$ cat src/rtl/gui_command_decoder.sv
// gui_command_decoder: turns 4-byte UART frames (HEADER, CMD, SPD, CHK = CMD ^ SPD) into a motor direction/speed command.
// Latency: the motor outputs, cmd_strobe and frame_error are valid in the cycle after the CHK byte is accepted.
// Backpressure: one byte per byte_valid assertion. byte_ready drops after an accept and returns after byte_valid is seen low.
// Optional feature: define CMD_WATCHDOG_EN to add a command watchdog. It forces stop/0 and raises timeout when no good frame arrives in time.
module gui_command_decoder #(
  parameter logic [7:0]  HEADER         = 8'hA5,
  parameter int unsigned TIMEOUT_CYCLES = 25_000_000
) (
  input  logic       clk_50,
  input  logic       reset,
  input  logic [7:0] byte_data,
  input  logic       byte_valid,
  output logic       byte_ready,
  input  logic       obstacle,
  output logic [2:0] motor_dir,
  output logic [7:0] motor_speed,
  output logic       cmd_strobe,
  output logic       frame_error,
  output logic       timeout
);

  localparam logic [2:0] DIR_STOP    = 3'd0;
  localparam logic [2:0] DIR_FORWARD = 3'd1;
  localparam logic [7:0] CMD_MAX     = 8'd4;

  typedef enum logic [2:0] {
    S_HDR,
    S_CMD,
    S_SPD,
    S_CHK,
    S_APPLY
  } state_t;

  state_t     state_q, state_d;
  logic       ready_q, ready_d;
  logic [7:0] cmd_q, cmd_d;
  logic [7:0] spd_q, spd_d;
  logic [2:0] st_dir_q, st_dir_d;
  logic [7:0] st_spd_q, st_spd_d;
  logic [2:0] dir_q, dir_d;
  logic [7:0] speed_q, speed_d;
  logic       err_q, err_d;

  logic       accept;
  logic       frame_ok;

  assign accept   = byte_valid && ready_q;
  // The checksum byte is compared against the bytes latched earlier in this frame.
  assign frame_ok = (byte_data == (cmd_q ^ spd_q)) && (cmd_q <= CMD_MAX);

`ifdef CMD_WATCHDOG_EN
  // The counter only has to reach TIMEOUT_CYCLES-1, where it saturates. TIMEOUT_CYCLES must be at least 1.
  localparam int unsigned CNT_W = (TIMEOUT_CYCLES > 1) ? $clog2(TIMEOUT_CYCLES) : 1;
  localparam logic [CNT_W-1:0] CNT_LAST = CNT_W'(TIMEOUT_CYCLES - 1);

  logic [CNT_W-1:0] cnt_q, cnt_d;
  logic             timeout_q, timeout_d;
`else
  // Without the watchdog the timeout period has no effect.
  logic unused_timeout_cfg;
  assign unused_timeout_cfg = (TIMEOUT_CYCLES == 0);
`endif

  // Next-state logic for the handshake, the frame FSM, the stored command, the watchdog and the obstacle override.
  always_comb begin
    state_d  = state_q;
    ready_d  = ready_q;
    cmd_d    = cmd_q;
    spd_d    = spd_q;
    st_dir_d = st_dir_q;
    st_spd_d = st_spd_q;
    err_d    = 1'b0;
`ifdef CMD_WATCHDOG_EN
    cnt_d     = cnt_q;
    timeout_d = timeout_q;
`endif

    // After an accept, wait for the upstream valid to drop so that a held valid yields only one byte.
    if (accept) begin
      ready_d = 1'b0;
    end else if (!ready_q && !byte_valid) begin
      ready_d = 1'b1;
    end

`ifdef CMD_WATCHDOG_EN
    // A good frame restarts the watchdog. Expiry forces stop/0 once, and the counter then stays saturated.
    if (state_q == S_APPLY) begin
      cnt_d     = '0;
      timeout_d = 1'b0;
    end else begin
      if (cnt_q != CNT_LAST) begin
        cnt_d = cnt_q + CNT_W'(1);
      end else if (!timeout_q) begin
        timeout_d = 1'b1;
        st_dir_d  = DIR_STOP;
        st_spd_d  = 8'd0;
      end
    end
`endif

    // The frame FSM. Storing a command here takes priority over a watchdog expiry on the same edge.
    case (state_q)
      S_HDR: begin
        if (accept && (byte_data == HEADER)) begin
          state_d = S_CMD;
        end
      end
      S_CMD: begin
        if (accept) begin
          cmd_d   = byte_data;
          state_d = S_SPD;
        end
      end
      S_SPD: begin
        if (accept) begin
          spd_d   = byte_data;
          state_d = S_CHK;
        end
      end
      S_CHK: begin
        if (accept) begin
          if (frame_ok) begin
            // Store on the CHK edge so the outputs change in the S_APPLY cycle, together with cmd_strobe.
            state_d  = S_APPLY;
            st_dir_d = cmd_q[2:0];
            st_spd_d = (cmd_q == 8'd0) ? 8'd0 : spd_q;
          end else begin
            err_d   = 1'b1;
            state_d = S_HDR;
          end
        end
      end
      S_APPLY: begin
        state_d = S_HDR;
      end
      default: begin
        state_d = S_HDR;
      end
    endcase

    // While an obstacle is present, a forward command is masked to stop. The stored command is kept.
    if (obstacle && (st_dir_d == DIR_FORWARD)) begin
      dir_d   = DIR_STOP;
      speed_d = 8'd0;
    end else begin
      dir_d   = st_dir_d;
      speed_d = st_spd_d;
    end
  end

  // State registers with synchronous active-high reset.
  always_ff @(posedge clk_50) begin
    if (reset) begin
      state_q  <= S_HDR;
      ready_q  <= 1'b1;
      cmd_q    <= 8'd0;
      spd_q    <= 8'd0;
      st_dir_q <= DIR_STOP;
      st_spd_q <= 8'd0;
      dir_q    <= DIR_STOP;
      speed_q  <= 8'd0;
      err_q    <= 1'b0;
    end else begin
      state_q  <= state_d;
      ready_q  <= ready_d;
      cmd_q    <= cmd_d;
      spd_q    <= spd_d;
      st_dir_q <= st_dir_d;
      st_spd_q <= st_spd_d;
      dir_q    <= dir_d;
      speed_q  <= speed_d;
      err_q    <= err_d;
    end
  end

`ifdef CMD_WATCHDOG_EN
  // Watchdog counter and timeout flag.
  always_ff @(posedge clk_50) begin
    if (reset) begin
      cnt_q     <= '0;
      timeout_q <= 1'b0;
    end else begin
      cnt_q     <= cnt_d;
      timeout_q <= timeout_d;
    end
  end

  assign timeout = timeout_q;
`else
  assign timeout = 1'b0;
`endif

  assign byte_ready  = ready_q;
  assign motor_dir   = dir_q;
  assign motor_speed = speed_q;
  assign cmd_strobe  = (state_q == S_APPLY);
  assign frame_error = err_q;

endmodule

$ cat config.mk
export PLATFORM = sky130hd
export DESIGN_NAME = gui_command_decoder
export DESIGN_NICKNAME = d
export VERILOG_FILES = /design/src/rtl/gui_command_decoder.sv
export SDC_FILE = /design/constraint.sdc
export NUM_CORES = 1
export LEC_CHECK = 0
export ABC_AREA = 1
export CAP_MARGIN = 10
export CORE_ASPECT_RATIO = 0.8
export CORE_MARGIN = 10
export CORE_UTILIZATION = 55
export CTS_BUF_LIST = sky130_fd_sc_hd__clkbuf_4 sky130_fd_sc_hd__clkbuf_8
export CTS_CLUSTER_DIAMETER = 80
export DETAILED_ROUTE_END_ITERATION = 7
export DONT_BUFFER_PORTS = 1
export PLACE_DENSITY = 0.67
export SLEW_MARGIN = 20
export SYNTH_ARGS = -nofsm -noshare
export SYNTH_HDL_FRONTEND = slang
export SYNTH_SLANG_ARGS = --single-unit
$ cat constraint.sdc
create_clock -name clk_50 -period 2.1 [get_ports clk_50]
set_input_delay 0.42 -clock clk_50 [delete_from_list [all_inputs] [get_ports clk_50]]
set_output_delay 0.42 -clock clk_50 [all_outputs]
set_load 0.1 [all_outputs]
### Yosys cells after proc, flatten, opt, wreduce, memory -nomap -nowiden

Cells that the tools add are included.

* magnitude comparators: 1
* equality and inequality tests: 11
* bitwise operators: 3
* mux-type cells: 16
* reduce and logical (&&, ||, !) cells: 15

Operators with widths (count)
* 8-bit 2-to-1 mux: 4
* 3-bit 2-to-1 mux: 8
* 3-bit one-hot mux with 4 select lines: 1
* 8-bit == test: 1
* 8-bit == test (second input constant): 1
* 8-bit by 3-bit less-or-equal comparator with 1-bit output (second input constant): 1
* 8-bit zero test: 1
* 2-bit inequality test (second input constant): 4
* 8-bit bitwise XOR: 1
* 3-bit by 1-bit == test with 1-bit output (second input constant): 2
* 3-bit by 2-bit == test with 1-bit output (second input constant): 2
* 1-bit logical AND: 5
* 2-bit AND reduction: 2
* 4-bit AND reduction: 1
* 3-bit == test (second input constant): 1
* 3-bit zero test: 1
* 1-bit 2-to-1 mux: 3
* 3-bit OR reduction: 1
* 1-bit zero test: 2
* 1-bit NOT: 2
* 2-bit nonzero test: 1
* 2-bit OR reduction: 1

* bits in registers: 43
* bits of input ports: 12

### Longest topological paths before layout

* depth after elaboration: 9
* mapped depth: 14

### Worst setup path after synthesis

Ideal clock, no wire load.

* path kind: flip-flop to flip-flop
* start: reg ready_q (netlist: byte_ready)
* end: reg dir_q[0] (netlist: motor_dir[0])
* setup time: 118 ps
* period minus slack after synthesis: 2483 ps
* required time: 1982 ps
* path buffers: 1
* arrival: 2365 ps
* stages on the path, launching flop included: 10
* path slack: -383 ps
* path through: dfxtp_1 ha_1 inv_1 nor4_4 nand4_2 buf_6 o21ai_4 nand2_1 nor2_4 nor2_1

* cells in the longest elaborated chain, start to end: 6

RTL lines
* start, declared: RTL line 35 `logic ready_q, ready_d;`
* start signal, assigned: RTL line 165 `ready_q <= ready_d;`
* 1-bit logical AND *: RTL line 47 `assign accept = byte_valid && ready_q;`
* 3-bit 2-to-1 mux *: RTL line 121 `if (accept) begin`
* 3-bit 2-to-1 mux *: RTL line 102 `case (state_q)`
* 3-bit by 1-bit == test with 1-bit output: RTL line 142 `if (obstacle && (st_dir_d == DIR_FORWARD)) begin`
* 1-bit logical AND: RTL line 142
* 2-bit OR reduction (no line)
* end signal, assigned: RTL line 170 `dir_q <= dir_d;`
* end, declared: RTL line 40 `logic [2:0] dir_q, dir_d;`

Mark *: on every way between the ends. The rest lies on a longest branch, timed or not.
A chain may end at the register's enable or synchronous reset.

### Final worst setup path

* start: reg spd_q[1]
* end: reg speed_q[5] (netlist: motor_speed[5])

* cells in the longest elaborated chain, start to end: 9

RTL lines
* start, declared: RTL line 37 `logic [7:0] spd_q, spd_d;`
* start signal, assigned: RTL line 167 `spd_q <= spd_d;`
* 8-bit bitwise XOR *: RTL line 49 `assign frame_ok = (byte_data == (cmd_q ^ spd_q)) && (cmd_q <= CMD_MAX);`
* 8-bit == test *: RTL line 49
* 1-bit logical AND *: RTL line 49
* 3-bit 2-to-1 mux: RTL line 122 `if (frame_ok) begin`
* 3-bit 2-to-1 mux: RTL line 121
* 3-bit 2-to-1 mux: RTL line 102
* 3-bit by 1-bit == test with 1-bit output: RTL line 142
* 1-bit logical AND: RTL line 142
* 2-bit OR reduction (no line)
* end signal, assigned: RTL line 171 `speed_q <= speed_d;`
* end, declared: RTL line 41 `logic [7:0] speed_q, speed_d;`

Marks and branches as above.

==> results.yml <==
power_and_ir_drop:
  switching_power_uw: 362
  finalPower_mw: 1.48
  p_comb_frac: 0.084
  power.leakage_nw: 1.06
  power.density_nw_per_um2: 639
  p_seq_frac: 0.557
  p_int_mw: 1.11
  clockPowerShare: 0.359
  switching_share: 0.245
  ir_worst_vdd_uv: 589
global_routing:
  grt_pass1_vias: 1695
  grt_pass1_wl_um: 7890
  grtUsageTotal: 0.151
  grt_overflow_total: 0
  grt_max_degree: 18
  antenna_found_initial: 0
die:
  die_y_um: 74.3
  rows: 19
  die_area_um2: 6530
  core-area_um2: 3490
  die_w_um: 87.9
  start_util: 0.580
  ios: 27
synth:
  yosys_warnings: 0
  yosysTopAreaCell: "dfxtp_1"
  synth-seq-cells: 43
  synth_area_leaders: "dfxtp_1 (42%), nand2_1 (16%), inv_1 (7.2%)"
  syn_nets: 313
  ys_seq_area_frac: 0.425
  synth_area_um2: 2030
  synth.avg_cell_area_um2: 6.75
  yosysUniqueCellTypes: 24
  syn_inst: 300
  netlist.area_leader.share: 0.425
setup_path:
  worstSetupPathType: "flip-flop to flip-flop"
  critPathRequiredTime_ps: 2280
  r2r_start: "spd_q[1]"
  cp.arrival_ps: 2130
  startpoint_type: "flip-flop"
  reg2reg_depth: 14
  r2r_end: "motor_speed[5]"
  cp-end-kind: "flip-flop"
  r2r_slack_ps: 150
  crit_path_max_fanout: 6
hold_path:
  hold_class: "primary input to flip-flop"
  min_to: "motor_dir[1]"
  min_from: "reset"
  whs_path_depth: 1
timing:
  report.final.slew_viol_count: 0
  slew_headroom: 0.583
  hold_ws_ps: 184
  skew_ps: 6.88
  final.setup.tns_ps: 0
  period_minus_slack_ps: 1950
  hold_violations: 0
  worst_pin_slew_ps: 624
  final-setup-viol-count: 0
  min_period_over_period: 0.927
  fmax_ghz: 0.513
place:
  port_buffers: 0
  dp_cells: 355
  dp_hpwl_um: 3600
  gp_congestion: 0.854
  placed_area_um2: 2200
route:
  first_iter_violations: 87
  totalWireLength_um: 4820
  remaining_drc_errors: 0
  route.vias.total: 1875
  routedWlPerCell_um: 13.2
  first_pass_iters: 4
  via_per_inst: 5.15
  ant_nets: 0
clocking:
  cts.sinks: 43
  cts_setup_buffers: 0
  clk_path_buf_depth: 2
  tritoncts: "built"
  insertion_delay_ps: 290
  htree_levels: 2
  cts-root-buf: "clkbuf_8"
  cts_inserted_buffers: 5
  clk_pin_slew_ps: 80
finish:
  fill_cells: 324
  antenna_cells: 0
  final_nets: 334
  multi_input_area_um2: 998
  syn_to_final_growth_pct: 14.1
  layout_common_cells: "nand2_1 (89), dfxtp_1 (40), inv_1 (39), nor2_1 (34), nand3_1 (26)"
  stdcell_area_um2: 2310
  seqCellArea_um2: 867
  instances_no_fill: 364
  final_common_cell: "nand2_1"
  layout-drive-gt1-share: 0.143
outcome:
  outcome: "finished clean"
job:
  maxCapViolCount: 0
==> what timing repair did <==
item,4_1_cts,5_1_grt
setup endpoints to repair,0,9
hold buffers,0,0
gates resized for setup,0,6
==> kinds of logic after synthesis <==
family,share of synthesized area
other cells,0.00185
flops,0.425
simple gates,0.371
buf+inv,0.0945
compound gates,0.102
fa+ha+maj,0.00618
==> cells in the mapped netlist <==
cell / count
dfxtp_1: 43
nand4_1: 5
nand4_2: 1
nand2_2: 1
o21ai_0: 18
inv_2: 2
nand2_1: 89
a21oi_1: 20
o21ai_4: 1
nor3_1: 1
nor2_4: 2
conb_1: 1
nor3b_1: 1
nand2_4: 1
nor4_4: 1
inv_1: 39
nor4_1: 1
nor2_1: 38
buf_6: 1
clkbuf_1: 5
ha_1: 1
nor2_8: 1
buf_4: 1
nand3_1: 26
==> metal layers <==
layer	GRT usage	part of all wire	up-vias
met4	0.0495	0.012	0
met1	0.195	0.48	828
met2	0.238	0.44	53
met5	0	0	-
met3	0.0426	0.070	7
li1	-	-	987
==> power by group through the flow <==
stage | clock [mW] | combinational, mW | sequential (mW)
floorplan | 0 | 0.0746 | 0.867
global placement | 0 | 0.119 | 0.842
detailed placement | 0 | 0.120 | 0.842
CTS | 0.533 | 0.120 | 0.823
global route | 0.567 | 0.137 | 0.823
finish | 0.529 | 0.124 | 0.822
==> final cells by class <==
class | count | share of cell area
Multi-Input combinational cell | 210 | 0.432
Sequential cell | 43 | 0.375
Inverter | 41 | 0.0666
Timing Repair Buffer | 20 | 0.0650
Clock buffer | 7 | 0.0363
Tap cell | 42 | 0.0227
Clock inverter | 1 | 0.00217
==> flip-flops by register name (all words and copies together), names as in the netlist <==
signal and flops:
cmd_q 8, motor_speed 8, spd_q 8, state_q 3, st_spd_q 8, frame_error 1, motor_dir 3, byte_ready 1
st_dir_q 3
==> through the flow <==
stage | util | setup slack (ps)
6_report | 0.661 | 152
5_1_grt | 0.661 | -12.5
4_1_cts | 0.654 | 171
3_5_place_dp | 0.629 | 191
3_3_place_gp | 0.629 | 227
2_1_floorplan | - | 134
==> worst max-delay path: stages (launching register included) <==
cell and delay, ps:
dfxtp_1 340, inv_1 130, nand2_1 90, nand2_1 70, nand2_1 60, nand2_1 70
nand2_1 50, nor2_1 160, nand4_4 200, nand2_1 100, nand2_1 50, inv_1 80
nand2_1 120, nor2_2 240, nor2_1 60
==> worst max-delay path by stage <==
stage	from	end	slack [ps]	cells after the start
CTS	spd_q[3]	motor_speed[4]	170	12
global route	spd_q[1]	motor_speed[6]	-10	14
detailed placement	byte_data[7]	motor_speed[4]	190	14
global placement	cmd_q[0]	motor_speed[7]	230	13
floorplan	byte_ready	motor_dir[0]	130	9
finish	spd_q[1]	motor_speed[5]	150	14
No activity file was read; power rests on OpenSTA's default activity.
